===== src/rtl/i2s_pkg.sv =====
`default_nettype none
// +------------------------------------------------------------------+
// | i2s_pkg : shared types, constants and helpers for i2s_tx_fifo     |
// | Rev 1.0                                                           |
// +------------------------------------------------------------------+
package i2s_pkg;

  localparam int SAMPLE_W_MAX  = 32;
  localparam int SAMPLE_IDX_W  = 5;
  localparam int I2S_DELAY_STD = 1;
  localparam int LJ_DELAY      = 0;

  // Samples are held MSB-aligned in max-width fields so one bit index serves every SAMPLE_W.
  typedef struct packed {
    logic [SAMPLE_W_MAX-1:0] left;
    logic [SAMPLE_W_MAX-1:0] right;
  } sample_pair_t;

  function automatic int frame_len(input int slot_w);
    return 2 * slot_w;
  endfunction

  function automatic logic [SAMPLE_W_MAX-1:0] msb_align(input logic [SAMPLE_W_MAX-1:0] v,
                                                        input int w);
    return v << (SAMPLE_W_MAX - w);
  endfunction

endpackage
`default_nettype wire


===== src/rtl/i2s_sample_fifo.sv =====
`default_nettype none
// +------------------------------------------------------------------+
// | i2s_sample_fifo : synchronous FIFO, valid/ready push, pop strobe  |
// | Rev 1.0                                                           |
// +------------------------------------------------------------------+
module i2s_sample_fifo #(
  parameter int WIDTH = 32,
  parameter int DEPTH = 4
) (
  input  logic                         clk_i,
  input  logic                         rst_i,
  input  logic                         push_valid_i,
  output logic                         push_ready_o,
  input  logic [WIDTH-1:0]             push_data_i,
  input  logic                         pop_i,
  output logic [WIDTH-1:0]             pop_data_o,
  output logic                         empty_o,
  output logic                         full_o,
  output logic [$clog2(DEPTH+1)-1:0]   fill_level_o
);

  localparam int PTR_W = $clog2(DEPTH);
  localparam int CNT_W = $clog2(DEPTH+1);

  logic [WIDTH-1:0] mem_q [DEPTH];
  logic [PTR_W-1:0] wr_ptr_q, wr_ptr_d;
  logic [PTR_W-1:0] rd_ptr_q, rd_ptr_d;
  logic [CNT_W-1:0] count_q, count_d;
  logic             push_fire;
  logic             pop_fire;

  assign full_o       = (count_q == CNT_W'(DEPTH));
  assign empty_o      = (count_q == '0);
  assign push_ready_o = ~full_o;
  assign fill_level_o = count_q;
  assign pop_data_o   = mem_q[rd_ptr_q];

  // A pop on an empty FIFO is ignored, so a same-cycle push is never bypassed.
  assign push_fire = push_valid_i & ~full_o;
  assign pop_fire  = pop_i & ~empty_o;

  always_comb begin
    wr_ptr_d = push_fire ? wr_ptr_q + 1'b1 : wr_ptr_q;
    rd_ptr_d = pop_fire  ? rd_ptr_q + 1'b1 : rd_ptr_q;
    unique case ({push_fire, pop_fire})
      2'b10:   count_d = count_q + 1'b1;
      2'b01:   count_d = count_q - 1'b1;
      default: count_d = count_q;
    endcase
  end

  always_ff @(posedge clk_i or posedge rst_i) begin
    if (rst_i) begin
      wr_ptr_q <= '0;
      rd_ptr_q <= '0;
      count_q  <= '0;
    end else begin
      wr_ptr_q <= wr_ptr_d;
      rd_ptr_q <= rd_ptr_d;
      count_q  <= count_d;
    end
  end

  always_ff @(posedge clk_i) begin
    if (push_fire) begin
      mem_q[wr_ptr_q] <= push_data_i;
    end
  end

endmodule
`default_nettype wire


===== src/rtl/i2s_tx_fifo.sv =====
`default_nettype none
// +------------------------------------------------------------------+
// | i2s_tx_fifo : FIFO-fed I2S / left-justified stereo serialiser     |
// | Rev 1.0                                                           |
// +------------------------------------------------------------------+
module i2s_tx_fifo
  import i2s_pkg::*;
#(
  parameter int SAMPLE_W   = 16,
  parameter int SLOT_W     = 17,
  parameter int DELAY      = 0,
  parameter int FIFO_DEPTH = 4,
  parameter int MONO       = 0
) (
  input  logic                              serial_clk,
  input  logic                              reset,
  input  logic                              sample_valid,
  output logic                              sample_ready,
  input  logic [SAMPLE_W-1:0]               sample_left,
  input  logic [SAMPLE_W-1:0]               sample_right,
  output logic                              word_select,
  output logic                              sound_bit_out,
  output logic                              frame_start,
  output logic                              underrun,
  output logic [$clog2(FIFO_DEPTH+1)-1:0]   fill_level
);

  localparam int FRAME = frame_len(SLOT_W);
  localparam int POS_W = $clog2(FRAME);
  localparam logic [POS_W-1:0] LAST_POS = POS_W'(FRAME - 1);
  localparam logic [POS_W-1:0] SLOT_POS = POS_W'(SLOT_W);

  if (SAMPLE_W < 8 || SAMPLE_W > SAMPLE_W_MAX || SAMPLE_W + DELAY > SLOT_W ||
      FIFO_DEPTH < 2 || (FIFO_DEPTH & (FIFO_DEPTH - 1)) != 0) begin : g_bad_params
    $error("i2s_tx_fifo: illegal parameter combination");
  end

  logic [POS_W-1:0]        pos_q, pos_d;
  sample_pair_t            hold_q, hold_d;
  logic                    ws_q, ws_d;
  logic                    bit_q, bit_d;
  logic                    fs_q, fs_d;
  logic                    ur_q, ur_d;
  logic                    frame_end;
  logic                    fifo_empty;
  logic                    fifo_full;
  logic [2*SAMPLE_W-1:0]   push_data;
  logic [2*SAMPLE_W-1:0]   pop_data;
  int                      slot_idx;
  logic [SAMPLE_W_MAX-1:0] cur_sample;
  logic [SAMPLE_IDX_W-1:0] bit_idx;

  if (MONO != 0) begin : g_mono
    assign push_data = {sample_left, {SAMPLE_W{1'b0}}};
  end else begin : g_stereo
    assign push_data = {sample_left, sample_right};
  end

  i2s_sample_fifo #(
    .WIDTH (2 * SAMPLE_W),
    .DEPTH (FIFO_DEPTH)
  ) u_fifo (
    .clk_i        (serial_clk),
    .rst_i        (reset),
    .push_valid_i (sample_valid),
    .push_ready_o (sample_ready),
    .push_data_i  (push_data),
    .pop_i        (frame_end),
    .pop_data_o   (pop_data),
    .empty_o      (fifo_empty),
    .full_o       (fifo_full),
    .fill_level_o (fill_level)
  );

  // pos_q is the frame position that the next clock edge drives onto the outputs.
  always_comb begin
    frame_end = (pos_q == LAST_POS);
    pos_d     = frame_end ? '0 : pos_q + 1'b1;
    ur_d      = frame_end & fifo_empty;
    hold_d    = hold_q;
    if (frame_end) begin
      if (fifo_empty) begin
        hold_d = '0;
      end else begin
        hold_d.left  = msb_align(SAMPLE_W_MAX'(pop_data[2*SAMPLE_W-1 -: SAMPLE_W]), SAMPLE_W);
        hold_d.right = msb_align(SAMPLE_W_MAX'(pop_data[SAMPLE_W-1:0]), SAMPLE_W);
      end
    end
  end

  always_comb begin
    ws_d       = (pos_q >= SLOT_POS);
    fs_d       = (pos_q == '0);
    slot_idx   = ws_d ? int'(pos_q) - SLOT_W : int'(pos_q);
    cur_sample = (ws_d && MONO == 0) ? hold_q.right : hold_q.left;
    bit_idx    = SAMPLE_IDX_W'(SAMPLE_W_MAX - 1 - (slot_idx - DELAY));
    bit_d      = 1'b0;
    if (slot_idx >= DELAY && slot_idx < DELAY + SAMPLE_W) begin
      bit_d = cur_sample[bit_idx];
    end
  end

  always_ff @(posedge serial_clk or posedge reset) begin
    if (reset) begin
      pos_q  <= '0;
      hold_q <= '0;
      ws_q   <= 1'b0;
      bit_q  <= 1'b0;
      fs_q   <= 1'b0;
      ur_q   <= 1'b0;
    end else begin
      pos_q  <= pos_d;
      hold_q <= hold_d;
      ws_q   <= ws_d;
      bit_q  <= bit_d;
      fs_q   <= fs_d;
      ur_q   <= ur_d;
    end
  end

  assign word_select   = ws_q;
  assign sound_bit_out = bit_q;
  assign frame_start   = fs_q;
  assign underrun      = ur_q;

endmodule
`default_nettype wire


===== config.mk =====
export PLATFORM = sky130hd
export DESIGN_NAME = i2s_tx_fifo
export DESIGN_NICKNAME = d
export VERILOG_FILES = /design/src/rtl/i2s_pkg.sv /design/src/rtl/i2s_sample_fifo.sv /design/src/rtl/i2s_tx_fifo.sv
export SDC_FILE = /design/constraint.sdc
export NUM_CORES = 1
export LEC_CHECK = 0
export BUFFER_PORTS_ARGS = -buffer_cell sky130_fd_sc_hd__clkbuf_2
export CORE_UTILIZATION = 45
export CTS_CLUSTER_DIAMETER = 100
export DETAILED_ROUTE_END_ITERATION = 10
export PLACE_DENSITY = 0.72
export SYNTH_ARGS = -nofsm -noshare
export SYNTH_HDL_FRONTEND = slang
export SYNTH_SLANG_ARGS = --single-unit

===== constraint.sdc =====
create_clock -name serial_clk -period 2.9 [get_ports serial_clk]
set_clock_uncertainty 0.1 [all_clocks]
set_input_delay 0.58 -clock serial_clk [delete_from_list [all_inputs] [get_ports serial_clk]]
set_output_delay 0.58 -clock serial_clk [all_outputs]
set_load 0.01 [all_outputs]

Word-level counts from Yosys, hierarchy flattened
Memory sizes are Yosys's and may differ from the RTL's.
Index checks and enable logic that the tools add are counted.

storage, ports and cells
  memories = 1
  word-level logic and storage cells = 45
  bits in writable memories = 128
  flip-flop bits (word level) = 81
  bits of input ports = 35
  output and inout bits = 8

memories
  memory        depth  width  read ports  clocked after memory_dff  wr ports  line                   text
  u_fifo.mem_q  4      32     1           0                         1         i2s_sample_fifo.sv:25  logic [WIDTH-1:0] mem_q [DEPTH];

cells by class
  eq/ne operators = 4
  add/subtract/negate cells = 7
  order comparisons = 4
  bitwise operators = 5
  mux-type cells = 10
  reductions and logical operators = 4

operator list
  operator                                                                count
  32-bit 2-to-1 mux                                                       2
  64-bit 2-to-1 mux                                                       1
  32-bit by 1-bit >= comparator with 1-bit output, second input constant  1
  32-bit by 6-bit < comparator with 1-bit output, second input constant   1
  6-bit by 5-bit subtractor with 7-bit output, second input constant      1
  6-bit by 1-bit adder with 6-bit output, second input constant           1
  6-bit == test, second input constant                                    1
  6-bit by 5-bit >= comparator with 1-bit output, second input constant   1
  6-bit zero test                                                         1
  5-bit by 6-bit < comparator with 1-bit output, second input constant    1
  6-bit 2-to-1 mux                                                        1
  3-bit case mux with 2 select lines                                      1
  1-bit binary-select mux with 5-bit select                               1
  1-bit by 5-bit subtractor with 5-bit output, first input constant       1
  2-bit by 1-bit adder with 2-bit output, second input constant           2
  1-bit 2-to-1 mux                                                        4
  3-bit by 1-bit adder with 3-bit output, second input constant           1
  1-bit bitwise AND                                                       3
  3-bit == test, second input constant                                    1
  3-bit zero test                                                         1
  3-bit by 1-bit subtractor with 3-bit output, second input constant      1
  2-bit by 1-bit == test with 1-bit output, second input constant         1
  2-bit == test, second input constant                                    1
  1-bit NOT                                                               2
  other kinds (2)                                                         2

Logic depth before layout (Yosys ltp)
Gate-level depths: netlist of the first run.

  depth in word-level cells = 6
  mapped depth = 13
  depth with buffers taken out = 11

Cells and area by module
From an unflattened synthesis of the first run, not the netlist that was laid out.

second synthesis, totals
  cell total of the unflattened synthesis = 446
  area, all modules = 7445.9 sq um

by module, submodules not included
  module           cells each  area an instance (sq um)  instances
  i2s_sample_fifo  207         5099.9                    1
  i2s_tx_fifo      239         2346.0                    1

Worst setup path after synthesis of the first run
Ideal clock, no wire load.

  kind = register -> register
  start = register pos_q[1]
  end = register u_fifo.count_q[2], in the netlist u_fifo.fill_level_o[2]
  path slack = -0.020 ns
  required time = 2.721 ns
  clock period less this slack = 2.920 ns
  cell stages (with the launch flop) = 14
  data arrival time = 2.741 ns
  cells stage by stage = dfrtp_1 > buf_2 > inv_1 > ha_1 > nor2b_1 > nand3_1 > nor2_2 > buf_2 > ha_1 > inv_1 > fa_1 > xor2_1 > nor2_1 > xor2_1

on the way
  word-level cells in the longest chain between the ends = 4

RTL lines
  item                                                                       line                   text
  start, declared                                                            i2s_tx_fifo.sv:38      logic [POS_W-1:0] pos_q, pos_d;
  start signal, assigned                                                     i2s_tx_fifo.sv:112     pos_q <= pos_d;
  6-bit == test *                                                            i2s_tx_fifo.sv:77      frame_end = (pos_q == LAST_POS);
  1-bit bitwise AND *                                                        i2s_sample_fifo.sv:40  assign pop_fire = pop_i & ~empty_o;
  named net u_fifo.pop_fire                                                  i2s_sample_fifo.sv:30  logic pop_fire;
  2-bit by 1-bit == test with 1-bit output or 2-bit == test (tied branches)  i2s_sample_fifo.sv:45  unique case ({push_fire, pop_fire})
  3-bit case mux with 2 select lines or 2-bit nonzero test (tied branches)   --
  end signal, assigned                                                       i2s_sample_fifo.sv:60  count_q <= count_d;
  end, declared                                                              i2s_sample_fifo.sv:28  logic [CNT_W-1:0] count_q, count_d;

The timed path passes the listed nets; every way through them passes the cells marked *.
A chain may end at the register's enable or synchronous reset.

Final worst setup path of the first run
  start = register pos_q[0]
  end = register bit_q, in the netlist sound_bit_out

on the way
  word-level cells in the longest chain between the ends = 6

RTL lines
  item                                                                                                           line                                  text
  6-bit by 5-bit subtractor with 7-bit output or 6-bit by 5-bit >= comparator with 1-bit output (tied branches)  i2s_tx_fifo.sv:94, i2s_tx_fifo.sv:92
  32-bit 2-to-1 mux                                                                                              i2s_tx_fifo.sv:94                     slot_idx = ws_d ? int'(pos_q) - SLOT_W : int'(pos_q);
  1-bit by 5-bit subtractor with 5-bit output                                                                    i2s_tx_fifo.sv:96                     bit_idx = SAMPLE_IDX_W'(SAMPLE_W_MAX - 1 - (slot_idx - DELAY));
  1-bit binary-select mux with 5-bit select                                                                      i2s_tx_fifo.sv:99                     bit_d = cur_sample[bit_idx];
  1-bit 2-to-1 mux (implied by the code)                                                                         i2s_tx_fifo.sv:99
  1-bit 2-to-1 mux *                                                                                             i2s_tx_fifo.sv:98                     if (slot_idx >= DELAY && slot_idx < DELAY + SAMPLE_W) begin
  named net bit_d                                                                                                i2s_tx_fifo.sv:41                     logic bit_q, bit_d;
  end signal, assigned                                                                                           i2s_tx_fifo.sv:115                    bit_q <= bit_d;
  end, declared                                                                                                  i2s_tx_fifo.sv:41

The timed path passes the listed nets; every way through them passes the cells marked *. The select of a mux whose other input is x is not followed.

==> results of run 1 <==
==> report_power, final <==
part / switching, mW / internal [mW] / total (mW) / leakage, nW
logic: 0.608 / 0.595 / 1.20 / 0.994
registers: 0.235 / 3.31 / 3.55 / 1.76
clock network: 1.03 / 1.23 / 2.26 / 0.289
total: 1.87 / 5.13 / 7.01 / 3.04
==> logic make-up after synthesis <==
group | Yosys count
compound gates | 87
flops | 177
buf+inv | 34
fa+ha+maj | 10
simple gates | 49
mux | 35
xor+xnor | 9
==> sequential cells by signal, summed over array words and instances (netlist names), 2 cells and up <==
| signal | count |
|---|---|
| u_fifo.wr_ptr_q | 2 |
| u_fifo.mem_q | 128 |
| u_fifo.rd_ptr_q | 2 |
| u_fifo.fill_level_o | 3 |
| pos_q | 6 |
| hold_q | 32 |
==> final timing paths <==
kind | depth (start not counted) | end | slack, ps | start
max in group asynchronous | 3 | u_fifo.rd_ptr_q[0]$_DFFE_PP0P_ | 2070 | reset
max | 9 | sound_bit_out$_DFF_PP0_ | 400 | pos_q[0]$_DFF_PP0_
min | 3 | u_fifo.fill_level_o[1]$_DFFE_PP0P_ | 190 | reset
max reg2reg | 9 | sound_bit_out$_DFF_PP0_ | 400 | pos_q[0]$_DFF_PP0_
min in group serial_clk | 1 | u_fifo.mem_q[2][9]$_DFFE_PP_ | 270 | sample_right[9]
min reg2reg | 1 | hold_q[48]$_DFFE_PP0N_ | 420 | hold_q[48]$_DFFE_PP0N_
==> routing by layer <==
layer	part of all wire, %	up-vias
met3	3.6	16
met4	1.7	0
met5	0	-
met1	45	1989
li1	-	1723
met2	50	79
==> layout by cell type, fill, tap and decap left out, types with 4 or more instances in the layout <==
cell type / netlist / final
sky130_fd_sc_hd__edfxtp_1: 128 / 128
sky130_fd_sc_hd__dfrtp_1: 49 / 48
sky130_fd_sc_hd__clkbuf_2: 0 / 42
sky130_fd_sc_hd__a22o_1: 33 / 33
sky130_fd_sc_hd__mux4_2: 32 / 32
sky130_fd_sc_hd__clkbuf_16: 0 / 17
sky130_fd_sc_hd__buf_4: 0 / 15
sky130_fd_sc_hd__nor2_1: 10 / 10
sky130_fd_sc_hd__o21ai_0: 10 / 10
sky130_fd_sc_hd__nand2_1: 9 / 9
sky130_fd_sc_hd__ha_1: 9 / 9
sky130_fd_sc_hd__inv_1: 9 / 8
sky130_fd_sc_hd__o22ai_1: 8 / 8
sky130_fd_sc_hd__xnor2_1: 6 / 6
sky130_fd_sc_hd__a21oi_1: 6 / 6
sky130_fd_sc_hd__inv_6: 0 / 6
sky130_fd_sc_hd__nor3_1: 5 / 5
sky130_fd_sc_hd__and3_1: 5 / 5
sky130_fd_sc_hd__nand3_1: 4 / 4
sky130_fd_sc_hd__a31oi_1: 4 / 4
==> per-stage QoR <==
| stage | worst slack, ps | total power, mW | util [%] |
|---|---|---|---|
| finish | 403.1 | 7.007 | 53.78 |
| floorplan | 15.00 | 4.388 | - |
| global placement | 469.5 | 4.770 | 49.89 |
| detailed placement | 408.2 | 4.842 | 49.89 |
| global route | 165.1 | 7.322 | 53.78 |
| CTS | 403.2 | 7.105 | 53.78 |
==> critical path, cell delays in order, from the launching register on <==
cell and delay, ps:
sky130_fd_sc_hd__dfrtp_1 430, sky130_fd_sc_hd__buf_4 270, sky130_fd_sc_hd__inv_1 170, sky130_fd_sc_hd__ha_1 280
sky130_fd_sc_hd__o21ai_1 150, sky130_fd_sc_hd__a21oi_1 140, sky130_fd_sc_hd__a2111oi_0 380, sky130_fd_sc_hd__a31oi_1 90
sky130_fd_sc_hd__o31ai_1 310, sky130_fd_sc_hd__a2111oi_2 60
==> layout make-up <==
class	instances	area, um2
Clock inverter	15	170.2
Clock buffer	17	425.4
Sequential cell	177	5071
Multi-Input combinational cell	190	1922
Tap cell	211	264.0
Fill cell	1219	7078
Inverter	11	41.29
Timing Repair Buffer	58	342.8
==> out/qor.yml, run 1 <==
layout.cells.non_filler: 679
die_ar_um2: 16350
cts_resized: 0
clock_insertion_delay_worst_skew_ps: 420
ys.flop_type: "sky130_fd_sc_hd__edfxtp_1"
finalHoldViolCount: 0
dr_total_vias: 3807
avgSynthCellArea_um2: 17.78
grt_max_degree: 50
worst_setup_path_start_kind: "flop"
main_combinational_cell_family_by_area_after_synthesis: "multiplexers"
first_global_vias: 4025
critPathCaptureType: "flop"
gr-max-usage-layer: "met2"
status: "finished clean"
totalNegativeSetupSlack_ps: 0
power_per_cell_area_nw_per_um2: 850.7
synth-edff-count: 128
clock_slew_at_the_register_clock_pins_of_the_worst_setup_and_hold_paths_ps: 70
synthXorXnorAreaFrac_pct: 1.105
antenna_found_initial: 0
slew_of_the_pin_with_the_lowest_slew_margin_ps: 603.7
muxShareOfSynthArea_pct: 10.53
grt_setup_unrepaired: "false"
use_met1_pct: 23.75
setup_viol: 0
syn_nets: 446
die-height_um: 127.9
placement.cell_area_um2: 7641
timing.final.crit_period_ps: 2497
synth_adder_area_share_pct: 1.860
maxClockFrequency_mhz: 400.5
die_w_um: 127.9
yosysUniqueCellTypes: 54
ys_seq_area_share_pct: 71.10
drt-total-wl_um: 13230
io-pin-count: 43
max-slew-margin-rel_pct: 59.76
cap_viol_max_count: 0
synth_largest_area_cell: "sky130_fd_sc_hd__edfxtp_1"
detailed_place_hpwl_um: 8251
fin_area_um2: 8237
synth_compound_area_share_pct: 9.616
clock_path_buffers: 2
wire_length_of_the_first_global_routing_pass_um: 21840
tritoncts_num_sinks: 177
synth-simple-area-share_pct: 3.773
postSynthCellCount: 401
nNetsFinal: 500
ys_async_sr_fraction_pct: 27.68
clock_tree.htree_level_count: 4
clock_tree.root_cell: "sky130_fd_sc_hd__clkbuf_16"
tritoncts_clock_tree: "done"
io_buffers: 42
yosys_register_bits: 177
crit_fanout: 18
critPathRequiredTime_ps: 3100
post-route-period-util_pct: 86.10
placementRows: 45
drtPass1Iterations: 4
vias_per_cell: 5.607
max_rail_drop_vdd_mv: 0.6133
numPlacedInstances: 647
globalRoute.totalOverflow: 0
timing.hold.ws_ps: 187.6
routed_wire_length_per_instance_um: 19.49
antenna_diode_count: 0
core_outline_area_um2: 15310
total_leakage_power_nw: 3.041
drcViolationCount: 0
post_cts.repair.setup_buffers: 0
grtUsageMet2_pct: 29.32
yosysTopAreaCellShare_pct: 53.90
syn-cell-area_um2: 7131
share_of_cells_above_drive_strength_1_pct: 29.70
cts_buffers: 17
globalplace.congestion: 0.8136
syn_to_final_growth_pct: 15.51
yosysMostFrequentCell: "sky130_fd_sc_hd__edfxtp_1"
timing.setup.critical_path_class: "reg2reg"
synth_top_cells_by_area: "sky130_fd_sc_hd__edfxtp_1 (54%), sky130_fd_sc_hd__dfrtp_1 (17%), sky130_fd_sc_hd__mux4_2 (10%), sky130_fd_sc_hd__a22o_1 (4.1%), sky130_fd_sc_hd__ha_1 (1.6%)"
met3_usage_pct: 4.716
hold_path_class: "in2async"
groute.usage.overall_pct: 18.15
synth_common_cells: "sky130_fd_sc_hd__edfxtp_1 (128), sky130_fd_sc_hd__dfrtp_1 (49), sky130_fd_sc_hd__a22o_1 (33)"
critPathArrivalTime_ps: 2690
initial_utilization_pct: 46.56
antenna_left: 0
detail_route.iter0.violations: 229
final_max_slew_viol_count: 0
ys_warn_count: 0
cts_hold_buf: 0
No activity file was read; power rests on OpenSTA's default activity.
==> run 2, diff against run 1 <==
--- a/config.mk
+++ b/config.mk
@@ -11,4 +11,5 @@
 export DETAILED_ROUTE_END_ITERATION = 10
 export PLACE_DENSITY = 0.72
+export SLEW_MARGIN = 5
 export SYNTH_ARGS = -nofsm -noshare
 export SYNTH_HDL_FRONTEND = slang
==> constraint.sdc (replaced) <==
create_clock -name serial_clk -period 2.9 [get_ports serial_clk]
set_clock_uncertainty 0.1 [all_clocks]
set_input_delay 0.145 -clock serial_clk [delete_from_list [all_inputs] [get_ports serial_clk]]
set_output_delay 0.145 -clock serial_clk [all_outputs]
set_load 0.01 [all_outputs]
==> run 2 against run 1 <==
Against the previous run: final cell count increased by 4.6%; largest cell class unchanged; highest routed layer unchanged; first-iteration DRC count increased by 41%; power decreased by 0.77%; sequential share of layout area decreased by 2.1 points; largest power group unchanged; wire length about the same; flip-flop and latch count unchanged; worst setup slack got worse by 140 ps; cell area increased by 3.6%.
==> out/qor.yml, run 2 (synthesis gave the netlist of run 1 again) <==
cp_slowest_cell: "sky130_fd_sc_hd__a2111oi_1"
io-pin-count: 43
wire_length_of_the_first_global_routing_pass_um: 21720
top_regs: "u_fifo.mem_q: 128 flops, hold_q: 32 flops, pos_q: 6 flops"
timing.critical_path.max_delay_family: "compound AO/OA/AOI/OAI gates"
first_global_vias: 4083
clock_tree.root_cell: "sky130_fd_sc_hd__clkbuf_16"
hold_path_class: "in2reg"
antenna_found_initial: 0
max_rail_drop_vdd_mv: 0.4353
worstPathCellList: "buf_4, inv_1, ha_1, o21ai_1, a21oi_1, a2111oi_1, a31oi_1, o31ai_1, a2111oi_2"
detailed_place_hpwl_um: 8083
initial_utilization_pct: 46.56
clock_insertion_delay_worst_skew_ps: 430
dr_total_vias: 3867
mostFrequentLayoutCell: "sky130_fd_sc_hd__edfxtp_1"
grt_max_degree: 35
met1Wirelength_um: 5798
detail_route.iter0.violations: 322
cts_buffers: 17
clock_tree.htree_level_count: 4
crit_path_max_incr_delay_ps: 440
timing.final.crit_period_ps: 2641
clock_path_buffers: 2
total_leakage_power_nw: 3.159
setup_viol: 0
dp_worst_setup_slack_ps: 372.6
slew_of_the_pin_with_the_lowest_slew_margin_ps: 572.9
post-route-period-util_pct: 91.06
setup_slack_ps: 259.2
totalNegativeSetupSlack_ps: 0
maxClockFrequency_mhz: 378.7
final_util_pct: 55.72
antenna_diode_count: 0
tritoncts_clock_tree: "done"
timing.setup.critical_path_class: "reg2reg"
post_cts.repair.setup_buffers: 0
highest_layer: "met4"
routed_wire_length_per_instance_um: 18.62
worst_setup_path_start_kind: "flop"
critPathCaptureType: "flop"
power_per_cell_area_nw_per_um2: 814.8
cap_viol_max_count: 0
syn_to_final_growth_pct: 19.67
antenna_left: 0
critical_path_buf_inv_count: 2
nNetsFinal: 531
timing.hold.ws_ps: 63.90
met3WireLength_um: 513
tritoncts_num_sinks: 177
largest-register: "u_fifo.mem_q"
drt-total-wl_um: 13220
final_max_slew_viol_count: 0
critPathRequiredTime_ps: 3100
die_ar_um2: 16350
globalplace.congestion: 0.8241
globalRoute.totalOverflow: 0
flip_flop_count_of_the_largest_register_all_copies_and_words_added: 128
grt_setup_unrepaired: "false"
die_w_um: 127.9
crit_fanout: 27
placementRows: 45
share_of_cells_above_drive_strength_1_pct: 27.05
critPathArrivalTime_ps: 2840
core_outline_area_um2: 15310
drcViolationCount: 0
drtPass1Iterations: 4
layout.cells.most_common_list: "sky130_fd_sc_hd__edfxtp_1 (128), sky130_fd_sc_hd__dfrtp_1 (48), sky130_fd_sc_hd__clkbuf_2 (42)"
status: "finished clean"
met2_wirelength_um: 6721
die-height_um: 127.9
vias_per_cell: 5.446
io_buffers: 42
max-slew-margin-rel_pct: 61.81
finalHoldViolCount: 0
groute.usage.overall_pct: 18.03
clock_slew_at_the_register_clock_pins_of_the_worst_setup_and_hold_paths_ps: 70
==> run 2: metal layers <==
layer	vias up	track usage, %
met5	-	0
met4	0	6.505
met3	11	5.259
met2	98	29.57
met1	1976	22.92
li1	1782	-
==> run 2: worst reg2reg max path, delay by kind of cell, from the launching register on <==
kind / cells / cell delay [ps]
compound gates: 6 / 1270
buf+inv: 2 / 490
fa+ha+maj: 1 / 290
flops: 1 / 360
==> run 2: final timing paths <==
check	cells past startpoint	slack [ps]	startpoint	end
setup / recovery	9	260	pos_q[0]$_DFF_PP0_	sound_bit_out$_DFF_PP0_
hold reg to reg	1	410	hold_q[53]$_DFFE_PP0N_	hold_q[53]$_DFFE_PP0N_
setup reg to reg	9	260	pos_q[0]$_DFF_PP0_	sound_bit_out$_DFF_PP0_
hold / removal	3	60	sample_valid	u_fifo.wr_ptr_q[1]$_DFFE_PP0P_
max in group asynchronous	4	1770	reset	pos_q[1]$_DFF_PP0_
min in group asynchronous	3	200	reset	hold_q[60]$_DFFE_PP0N_
==> run 2: timing repair <==
item | 4_1_cts | 5_1_grt
endpoints found under the hold margin | 152 | 0
hold buffers | 33 | 0
gates resized for setup | 0 | 1
setup endpoints to repair | 0 | 1
==> run 2: power breakdown <==
| group | internal (mW) | total, mW | switching [mW] | leakage [nW] |
|---|---|---|---|---|
| clock | 1.24 | 2.17 | 0.934 | 0.277 |
| sequential | 3.31 | 3.54 | 0.230 | 1.76 |
| combinational | 0.624 | 1.24 | 0.612 | 1.12 |
| total | 5.18 | 6.95 | 1.78 | 3.16 |
==> run 2: metrics by stage <==
step           total power, mW  cell area, um2  std cells
2_1_floorplan            4.388            7136        401
3_3_place_gp             4.777            7639        645
3_5_place_dp             4.822            7639        645
4_1_cts                  7.027            8532        710
5_1_grt                  7.276            8533        710
6_report                 6.953            8533        710
==> run 2: final cells by class <==
type	instances	area (um2)
clock buffers	22	464.2
clock inverters	10	98.84
fillers	1221	6782
inverters	11	41.29
multi-input cells	190	1923
flip-flops and latches	177	5071
well taps	211	264.0
repair buffers	89	670.6
==> run 3, diff against run 2 <==
CTS_BUF_LIST = sky130_fd_sc_hd__clkbuf_8   (was default)
==> run 3 against run 2 <==
Against the previous run: die area unchanged; utilization is 1.2 points lower; wire length decreased by 1.7%; count of clock-buffer cells in the layout down 3; highest routed layer unchanged; power down 8.5%; first-iteration DRC count shrank 9.6%; register-to-register slack worse by 30 ps; critical path depth unchanged; cell area decreased by 2.1%; sequential share of layout area is 1.3 points higher; largest power group unchanged; critical endpoint unchanged; flip-flop and latch count is the same.
==> out/qor.yml, run 3 (synthesis gave the netlist of run 1 again) <==
drcViolationCount: 0
hold_path_class: "in2async"
clock_slew_at_the_register_clock_pins_of_the_worst_setup_and_hold_paths_ps: 90
maxClockFrequency_mhz: 374.5
nNetsFinal: 532
clock_tree.htree_level_count: 4
die_w_um: 127.9
status: "finished clean"
critPathCaptureType: "flop"
die_ar_um2: 16350
clock_insertion_delay_worst_skew_ps: 460
cts_hold_buf: 34
tritoncts_num_sinks: 177
placement.cell_area_um2: 7639
slew_of_the_pin_with_the_lowest_slew_margin_ps: 563.4
layout.cells.most_common_list: "sky130_fd_sc_hd__edfxtp_1 (128), sky130_fd_sc_hd__dfrtp_1 (48), sky130_fd_sc_hd__clkbuf_2 (42)"
grt_max_degree: 35
routed_wire_length_per_instance_um: 18.28
reg2reg_to: "sound_bit_out$_DFF_PP0_"
totalNegativeSetupSlack_ps: 0
grt_setup_unrepaired: "false"
timing.hold.ws_ps: 157.3
globalRoute.totalOverflow: 0
post_cts.repair.setup_buffers: 0
vias_per_cell: 5.428
syn_to_final_growth_pct: 17.11
top_regs: "u_fifo.mem_q: 128 flops, hold_q: 32 flops, pos_q: 6 flops"
post-route-period-util_pct: 92.09
max-slew-margin-rel_pct: 62.44
sequential_cell_area_um2: 5071
core_outline_area_um2: 15310
worst_setup_path_start_kind: "flop"
io-pin-count: 43
power_per_cell_area_nw_per_um2: 761.6
nFillCells: 1245
finalHoldViolCount: 0
share_of_cells_above_drive_strength_1_pct: 27.00
setup_viol: 0
groute.usage.overall_pct: 17.78
die-height_um: 127.9
flip_flop_count_of_the_largest_register_all_copies_and_words_added: 128
cts_buffers: 17
initial_utilization_pct: 46.56
detailed_place_hpwl_um: 8083
worstRegToRegCells: 9
timing.setup.critical_path_class: "reg2reg"
drtPass1Iterations: 4
max_rail_drop_vdd_mv: 0.3564
tritoncts_clock_tree: "done"
critPathRequiredTime_ps: 3140
antenna_left: 0
cap_viol_max_count: 0
clock_path_buffers: 2
antenna_found_initial: 0
fin_area_um2: 8351
dr_total_vias: 3859
antenna_diode_count: 0
multi_input_area_um2: 1922
cts_resized: 0
regToRegSetupSlack_ps: 230
largest-register: "u_fifo.mem_q"
mostFrequentLayoutCell: "sky130_fd_sc_hd__edfxtp_1"
first_global_vias: 4068
clock_tree.root_cell: "sky130_fd_sc_hd__clkbuf_8"
timing.final.crit_period_ps: 2671
crit_fanout: 27
total_leakage_power_nw: 3.089
globalplace.congestion: 0.8241
io_buffers: 42
reg_to_reg_start: "pos_q[0]$_DFF_PP0_"
wire_length_of_the_first_global_routing_pass_um: 21400
critPathArrivalTime_ps: 2910
detail_route.iter0.violations: 291
placementRows: 45
final_max_slew_viol_count: 0
drt-total-wl_um: 13000
run 3: cell types whose count changed in the layout (fill, tap and decap cells not counted), sizes merged:
| cell | delta |
|---|---|
| dlygate4sd3 | +1 |
| clkbuf | -3 |
| inv | +3 |
run 3: how the worst max path moves through the flow:
stage / depth (start not counted) / to / from
finish: 9 / sound_bit_out$_DFF_PP0_ / pos_q[0]$_DFF_PP0_
global route: 9 / sound_bit_out$_DFF_PP0_ / pos_q[0]$_DFF_PP0_
CTS: 9 / sound_bit_out$_DFF_PP0_ / pos_q[0]$_DFF_PP0_
detailed placement: 9 / sound_bit_out$_DFF_PP0_ / pos_q[0]$_DFF_PP0_
global placement: 11 / u_fifo.fill_level_o[2]$_DFFE_PP0P_ / pos_q[1]$_DFF_PP0_
floorplan: 13 / u_fifo.fill_level_o[2]$_DFFE_PP0P_ / pos_q[1]$_DFF_PP0_
run 3: stage by stage:
step           std cells  setup slack (ps)  util, %  power, mW
2_1_floorplan        401             15.00        -      4.388
3_3_place_gp         645             503.9    49.88      4.777
3_5_place_dp         645             372.6    49.88      4.822
4_1_cts              711             290.4    54.53      6.441
5_1_grt              711             119.9    54.53      6.682
6_report             711             229.4    54.53      6.360
run 3: where the power goes:
part	internal, mW	switching (mW)
clock	0.726	0.862
combinational	0.625	0.612
sequential	3.31	0.227
run 3: worst max-delay path: stages (launching register included):
cell	delay, ps
sky130_fd_sc_hd__dfrtp_1	370
sky130_fd_sc_hd__buf_4	300
sky130_fd_sc_hd__inv_1	180
sky130_fd_sc_hd__ha_1	290
sky130_fd_sc_hd__o21ai_1	170
sky130_fd_sc_hd__a21oi_1	150
sky130_fd_sc_hd__a2111oi_0	480
sky130_fd_sc_hd__a31oi_1	120
sky130_fd_sc_hd__o31ai_1	320
sky130_fd_sc_hd__a2111oi_2	60
run 3: layout make-up:
| class | instances | share of cell area [%] |
|---|---|---|
| clock buffers | 19 | 3.132 |
| clock inverters | 13 | 1.319 |
| inverters | 11 | 0.4945 |
| multi-input cells | 190 | 23.01 |
| flip-flops and latches | 177 | 60.73 |
| well taps | 211 | 3.162 |
| repair buffers | 90 | 8.151 |
run 3: routing by layer:
metal / share of wire, % / vias to the layer above / global-route usage (%)
met4: 2.1 / 0 / 7.958
met1: 44 / 1976 / 22.32
met5: 0 / - / 0
met3: 3.5 / 21 / 4.424
li1: - / 1778 / -
met2: 51 / 84 / 29.35
